[src/rtl/ldst_access_sequencer.sv]
// Sequences one LDR/STR at a time over a req/ready data-memory handshake,
// stalling the pipeline until the access completes, times out, or is misaligned.
module ldst_access_sequencer #(
  parameter int TIMEOUT_CYCLES = 64
) (
  input  logic        clk,
  input  logic        reset,
  input  logic        datamem_en,
  input  logic        rw,
  input  logic        size,
  input  logic [31:0] addr,
  input  logic [31:0] wdata,
  input  logic [3:0]  rd_idx,
  input  logic        mem_ready,
  input  logic [31:0] mem_rdata,
  output logic        stall,
  output logic        mem_req,
  output logic        mem_we,
  output logic [31:0] mem_addr,
  output logic [3:0]  mem_be,
  output logic [31:0] mem_wdata,
  output logic        wb_en,
  output logic [3:0]  wb_rd,
  output logic [31:0] wb_data,
  output logic        fault
);

  localparam int CW = $clog2(TIMEOUT_CYCLES + 1);

  typedef enum logic [1:0] {
    S_IDLE     = 2'd0,
    S_ACCESS   = 2'd1,
    S_COMPLETE = 2'd2,
    S_FAULT    = 2'd3
  } state_t;

  state_t        state_q, state_d;
  logic [CW-1:0] cnt_q, cnt_d;

  logic        rw_q;
  logic        size_q;
  logic [1:0]  lane_q;
  logic [3:0]  rd_q;
  logic [31:0] mem_addr_q;
  logic [3:0]  mem_be_q;
  logic [31:0] mem_wdata_q;
  logic [3:0]  wb_rd_q;
  logic [31:0] wb_data_q;

  logic        misalign;
  logic        accept;
  logic [31:0] rdata_shift;
  logic [31:0] load_fmt;

  assign misalign = datamem_en & ~size & (addr[1:0] != 2'b00);
  assign accept   = (state_q == S_IDLE) & datamem_en & ~misalign;

  // Byte loads pick the addressed lane and zero-extend it.
  assign rdata_shift = mem_rdata >> {lane_q, 3'b000};
  assign load_fmt    = size_q ? {24'd0, rdata_shift[7:0]} : mem_rdata;

  always_ff @(posedge clk) begin
    if (reset) begin
      state_q <= S_IDLE;
      cnt_q   <= '0;
    end else begin
      state_q <= state_d;
      cnt_q   <= cnt_d;
    end
  end

  always_comb begin
    state_d = state_q;
    cnt_d   = cnt_q;
    case (state_q)
      S_IDLE: begin
        if (datamem_en) begin
          if (misalign) begin
            state_d = S_FAULT;
          end else begin
            state_d = S_ACCESS;
            cnt_d   = '0;
          end
        end
      end
      S_ACCESS: begin
        if (mem_ready) begin
          state_d = S_COMPLETE;
        end else if (cnt_q == CW'(TIMEOUT_CYCLES - 1)) begin
          state_d = S_FAULT;
        end else begin
          cnt_d = cnt_q + CW'(1);
        end
      end
      S_COMPLETE: state_d = S_IDLE;
      S_FAULT:    state_d = S_IDLE;
      default:    state_d = S_IDLE;
    endcase
  end

  always_comb begin
    stall     = accept | (state_q == S_ACCESS);
    mem_req   = (state_q == S_ACCESS);
    mem_we    = (state_q == S_ACCESS) & ~rw_q;
    mem_addr  = mem_addr_q;
    mem_be    = mem_be_q;
    mem_wdata = mem_wdata_q;
    wb_en     = (state_q == S_COMPLETE) & rw_q;
    wb_rd     = wb_rd_q;
    wb_data   = wb_data_q;
    fault     = (state_q == S_FAULT);
  end

  always_ff @(posedge clk) begin
    if (reset) begin
      rw_q        <= 1'b0;
      size_q      <= 1'b0;
      lane_q      <= 2'd0;
      rd_q        <= 4'd0;
      mem_addr_q  <= 32'd0;
      mem_be_q    <= 4'd0;
      mem_wdata_q <= 32'd0;
      wb_rd_q     <= 4'd0;
      wb_data_q   <= 32'd0;
    end else begin
      if (accept) begin
        rw_q        <= rw;
        size_q      <= size;
        lane_q      <= addr[1:0];
        rd_q        <= rd_idx;
        mem_addr_q  <= {addr[31:2], 2'b00};
        mem_be_q    <= (size & ~rw) ? (4'b0001 << addr[1:0]) : 4'b1111;
        mem_wdata_q <= size ? {4{wdata[7:0]}} : wdata;
      end
      // Write-back registers only move on a completing load, so they hold otherwise.
      if ((state_q == S_ACCESS) && mem_ready && rw_q) begin
        wb_rd_q   <= rd_q;
        wb_data_q <= load_fmt;
      end
    end
  end

endmodule
[config.mk]
export PLATFORM = sky130hd
export DESIGN_NAME = ldst_access_sequencer
export DESIGN_NICKNAME = d
export VERILOG_FILES = /design/src/rtl/ldst_access_sequencer.sv
export SDC_FILE = /design/constraint.sdc
export NUM_CORES = 1
export LEC_CHECK = 0
export ABC_AREA = 1
export CORE_MARGIN = 3
export CORE_UTILIZATION = 39
export DETAILED_ROUTE_END_ITERATION = 12
export GPL_TIMING_DRIVEN = 0
export HOLD_SLACK_MARGIN = 0.05
export PLACE_DENSITY = 0.81
export SKIP_CTS_REPAIR_TIMING = 1
export SYNTH_ARGS = -nofsm -noshare
export SYNTH_HDL_FRONTEND = slang
export SYNTH_SLANG_ARGS = --single-unit
[constraint.sdc]
create_clock -name clk -period 1.2 [get_ports clk]
set_input_delay 0.24 -clock clk [delete_from_list [all_inputs] [get_ports clk]]
set_output_delay 0.24 -clock clk [all_outputs]
set_load 0.01 [all_outputs]
After elaboration in Yosys (flattened, before gate mapping) --
Cells that the tools add are included.
Cells by class: equal/unequal tests 9, reduce and logical (&&, ||, !) cells 8, bitwise gates (word level) 12, shift-type cells 2, add/sub/neg operators 1, multiplexer cells 13
Operators by type and width (number):
- $mux W32 | 2
- $shr A32 B5 Y8 | 1
- $mux W7 | 4
- $pmux W7 S2 | 1
- $mux W2 | 4
- $ne A2 B2 Y1 const B | 4
- $add A7 B1 Y7 const B | 1
- $and A1 B1 Y1 | 7
- $eq A7 B6 Y1 const B | 1
- $pmux W2 S3 | 1
- $reduce_and A5 Y1 | 1
- $eq A2 B2 Y1 const B | 2
- $mux W4 | 1
- $not A1 Y1 | 4
- $reduce_bool A2 Y1 | 2
- $shl A1 B2 Y4 const A | 1
- $ne A3 B2 Y1 const B | 1
- $eq A2 B1 Y1 const B | 1
- $logic_and A1 B1 Y1 | 2
- $logic_not A2 Y1 | 1
- $reduce_and A2 Y1 | 1
- $reduce_or A2 Y1 | 1
- $or A1 B1 Y1 | 1
Word-level totals: output and inout bits 109, logic and storage cells 56, bits of input ports 106, bits in registers 119

Longest topological paths before layout --
depth in word-level cells 6, mapped depth 9, mapped depth without buffers 9

Worst setup path before layout --
No wires, ideal clock.
kind register to register, from register cnt_q[0], to register cnt_q[0], data arrival time 1211 ps, library setup time 112 ps, period minus slack after synthesis 1323 ps, cell stages (with the launch flop) 9, path slack -123 ps, path buffers 0, required time 1088 ps, cells stage by stage dfxtp_1 ha_1 nand2_1 nor2_1 nand3_2 nand2_2 inv_2 nor2_1 nor2_1
Between the ends: longest elaborated chain between the ends 4, elaborated cells on any way between the ends 7, classes of those cells add/sub (1); eq/ne (2); mux (3); reduce/logical (1)
RTL lines:
- start: declaration | line 38 | logic [CW-1:0] cnt_q, cnt_d;
- start signal: assignment | line 68 | cnt_q <= cnt_d;
- $add A7 B1 Y7 | line 92 | cnt_d = cnt_q + CW'(1);
- $mux W7 | line 89 | end else if (cnt_q == CW'(TIMEOUT_CYCLES - 1)) begin
- $mux W7 | line 87 | if (mem_ready) begin
- $pmux W7 S2 | line 75 | case (state_q)
Parallel ways exist; a longest one is shown, timed or not. The select of a mux whose other input is x is not followed. A chain may end at the register's enable or synchronous reset.

Worst setup path in the final report --
from register state_q[1], to output port stall
Between the ends: longest elaborated chain between the ends 4, elaborated cells on any way between the ends 5, classes of those cells eq/ne (1); bitwise (3); reduce/logical (1)
RTL lines:
- start: declaration | line 37 | state_t state_q, state_d;
- start signal: assignment | line 67 | state_q <= state_d;
- $logic_not A2 Y1 | line 56 | assign accept = (state_q == S_IDLE) & datamem_en & ~misalign;
- $and A1 B1 Y1 (2 in series) | line 56
- $or A1 B1 Y1 (*) | line 102 | stall = accept | (state_q == S_ACCESS);
- end: declaration | line 16 | output logic stall,
Mark *: on every way between the ends. The rest lies on a longest branch, timed or not.

==> out/results.tsv <==
stage	metric	value	unit
status	outcome	finished with violations	
status	failing checks	setup timing	
routing	Initial DRT Pass Iterations	6	
synthesis	Syn. warnings	0	
worst_setup_path	CP dominant cell by count	nand2_4	
worst_setup_path	CP startpoint	state_q[1]	
floorplan	I/O pins	215	
cells_and_area	Layout Utilization	73.1	%
sta	Final Hold Fails	0	
clock_network	clock slew at reported path FFs	0.05	ns
worst_setup_path	buffers and inverters on the worst path	4	
routing	final wirelength	20.7	mm
cells_and_area	Layout Nets	1083	
floorplan	overall die area	0.0148	mm^2
routing	vias	6162	
synthesis	asr flop ratio synth	0	%
worst_setup_path	Worst Setup End Kind	output port	
flow_run	Max Cap Viol	0	
synthesis	EDFF count, synth	0	
clock_network	cts bufs inserted	17	
power_and_ir_drop	power per cell area	1340	mW/mm^2
synthesis	Unique masters post-synth	29	
worst_setup_path	crit path cell chain	inv_4 > nand2_4 > nor2_4 > nand2_2 > buf_8 > buf_12 > nand2_4 > buf_6	
floorplan	Die Y	122	um
floorplan	core area	0.0129	mm^2
synthesis	flops & latches, synth	119	
global_route	met2 GRT Util	38.2	%
cells_and_area	fill cell count	892	
synthesis	syn_area_per_cell	7.38	um^2
sta	Setup violations, final	124	
worst_setup_path	RR Startpoint	state_q[1]	
placed_design	placed cell areas	0.00761	mm^2
sta	tightest hold margin	0.227	ns
global_route	initial antenna violation count	1	
sta	Worst Tran Pin Value	0.686	ns
synthesis	Syn Inst Count	708	
routing	DRC errors left	0	
floorplan	# rows	41	
synthesis	dominant synthesized flop cell	dfxtp_1	
sta	RSZ-0062 raised after global routing	true	
sta	Final Max Tran Viols	0	
worst_setup_path	worst path arrival time	1.46	ns
floorplan	Initial Utilization	40.6	%
routing	Initial DRC Count	397	
global_route	first-pass GRT wire length	27.7	mm
global_route	Overflow after GRT	0	
sta	max_slew headroom	54.3	%
routing	WL/cell	17.8	um
clock_network	H-tree lvl count	4	
power_and_ir_drop	leakage	0.00471	uW
worst_setup_path	Slowest Stage Delay on Critical Path	0.33	ns
worst_setup_path	Worst Setup Start Kind	flip-flop	
sta	post-route setup slack	-0.496	ns
worst_setup_path	Crit path max-delay family	buffers and inverters	
sta	Final Skew	0.00606	ns
sta	FMAX	0.590	GHz
sta	final worst path period need	1.70	ns
worst_hold_path	worst hold path type	in2reg	
cells_and_area	P&R area growth vs syn	80.0	%
global_route	Tot GR Track Use	23.8	%
worst_hold_path	critical hold path startpoint	addr[1]	
global_route	global route hottest layer	met2	
synthesis	post-synthesis cell area	0.00523	mm^2
global_route	M3 GR Usage	7.15	%
global_route	met1 GRT Util	29.5	%
placed_design	HPWL after DPL	13.0	mm
cells_and_area	area of the multi-input gates	0.00304	mm^2
sta	period utilization	141	%
routing	Routed Antenna Nets	0	
clock_network	clk_lat worst skew	0.41	ns
clock_network	CTS tree	yes	
clock_network	clk sink count	119	
cells_and_area	Register Area	0.00242	mm^2
clock_network	Longest Clk Path Bufs	2	
worst_setup_path	slowest CP cell	dfxtp_2	
floorplan	die width	122	um
cells_and_area	fin area	0.00941	mm^2
global_route	vias in the first global route	5496	
clock_network	root buffer selected by CTS	clkbuf_16	
worst_setup_path	critical path class	reg2out	
routing	Vias/cell	5.30	
worst_setup_path	CP required	0.96	ns
global_route	pin count of the biggest net entering global routing	17	
cells_and_area	share of cells above drive strength 1	36.7	%
placed_design	Placer Congestion	0.863	
worst_setup_path	crit-path max FO	5	
power_and_ir_drop	IR drop worst, VDD	1.05	mV
placed_design	Buffers on Ports	212	
synthesis	sequential share of the synthesized area	45.6	%
==> routing by layer <==
| layer | part of all wire, % | vias to the layer above |
|---|---|---|
| met5 | 0 | - |
| met4 | 3.9 | 0 |
| met3 | 8.4 | 63 |
| met2 | 50 | 313 |
| met1 | 38 | 2906 |
| li1 | - | 2880 |
==> worst reg2reg max path, stage by stage, from the launching register on <==
cell and delay [ns]:
dfxtp_2 0.33, inv_4 0.08, nand2_4 0.06, nor2_4 0.09, nand2_2 0.09, buf_8 0.13
buf_4 0.12, buf_6 0.11, buf_12 0.14, buf_8 0.14, o21ai_2 0.13, a21oi_2 0.05
==> registers in the layout (all words and copies together) (netlist names), 2 cells and up <==
name,flops
mem_wdata,32
wb_data,32
mem_addr,30
cnt_q,7
mem_be,4
rd_q,4
wb_rd,4
lane_q,2
state_q,2
==> final timing paths <==
path | to | depth (start not counted) | slack, ns
min | lane_q[1] | 3 | 0.23
max | stall | 8 | -0.50
max reg2reg | rd_q[0] | 11 | -0.38
min reg2reg | cnt_q[6] | 2 | 0.46
==> cell usage in the layout, fill, tap and decap left out, types with 3 or more instances in the layout <==
cell type and instances:
clkinv_2 4, o21ai_0 17, buf_12 7, o21ai_1 3, dfxtp_1 92, nand2_1 180, clkbuf_1 6, bufinv_16 4
nor2_4 4, nand2_2 13, buf_6 20, nor2_1 15, o21ai_2 10, inv_4 3, a21oi_2 65, buf_2 11
inv_1 22, buf_4 28, nand3_2 26, dfxtp_4 3, clkdlybuf4s50_1 102, clkbuf_2 53, dlymetal6s2s_1 55, buf_8 13
a21oi_1 48, inv_2 4, clkbuf_16 23, nor2_2 3, nand3_1 79, nand2_4 30, dfxtp_2 24
==> cells in the mapped netlist, types with 2 or more instances <==
cell / count / area [um^2]
buf_4: 5 / 37.5
a21oi_2: 19 / 166
buf_6: 4 / 45.0
o21ai_1: 6 / 30.0
dfxtp_1: 119 / 2380
buf_1: 3 / 11.3
a21oi_1: 94 / 470
nand2_1: 218 / 818
nor2_1: 20 / 75.1
clkinv_1: 2 / 7.51
nand3_1: 87 / 435
inv_2: 5 / 18.8
nand3_2: 20 / 200
nand2_2: 5 / 31.3
inv_1: 25 / 93.8
clkbuf_1: 16 / 60.1
buf_2: 23 / 115
o21ai_0: 26 / 130
==> cell families (layout without fill, tap and decap cells) <==
group	Yosys count	in the layout	synth area share, %
and+or+nand+nor	356	357	30.9
AOI/OAI and AO/OA	146	146	15.4
adders and majority gates	1	1	0.239
other	1	3	0.0718
DFF	119	119	45.6
buffers and inverters	85	364	7.85
==> area by class of cell <==
type	count	share of cell area [%]
Clock buffer	23	4.97
Inverter	33	1.49
Sequential cell	119	25.8
Timing Repair Buffer	247	26.0
Antenna cell	1	0.0266
Tap cell	172	2.29
Multi-Input combinational cell	506	32.3
Buffer	52	5.60
Clock inverter	9	1.57
==> through the flow <==
stage / worst slack, ns / setup TNS (ns) / power [uW] / cells
6_report: -0.496 / -28.23 / 12600 / 1162
5_1_grt: -0.529 / -33.76 / 13000 / 1162
4_1_cts: -1.18 / -70.44 / 11900 / 1125
3_5_place_dp: -1.17 / -80.84 / 6570 / 1093
3_3_place_gp: -1.16 / -78.04 / 6550 / 1093
2_1_floorplan: -0.0299 / -0.204 / 5470 / 709
==> power breakdown <==
group	internal [uW]	total, uW	switching, uW
registers	4220	4390	175
logic	1350	2820	1470
clock network	3570	5360	1790
total	9140	12600	3430
Power figures use the tool's default switching activity.
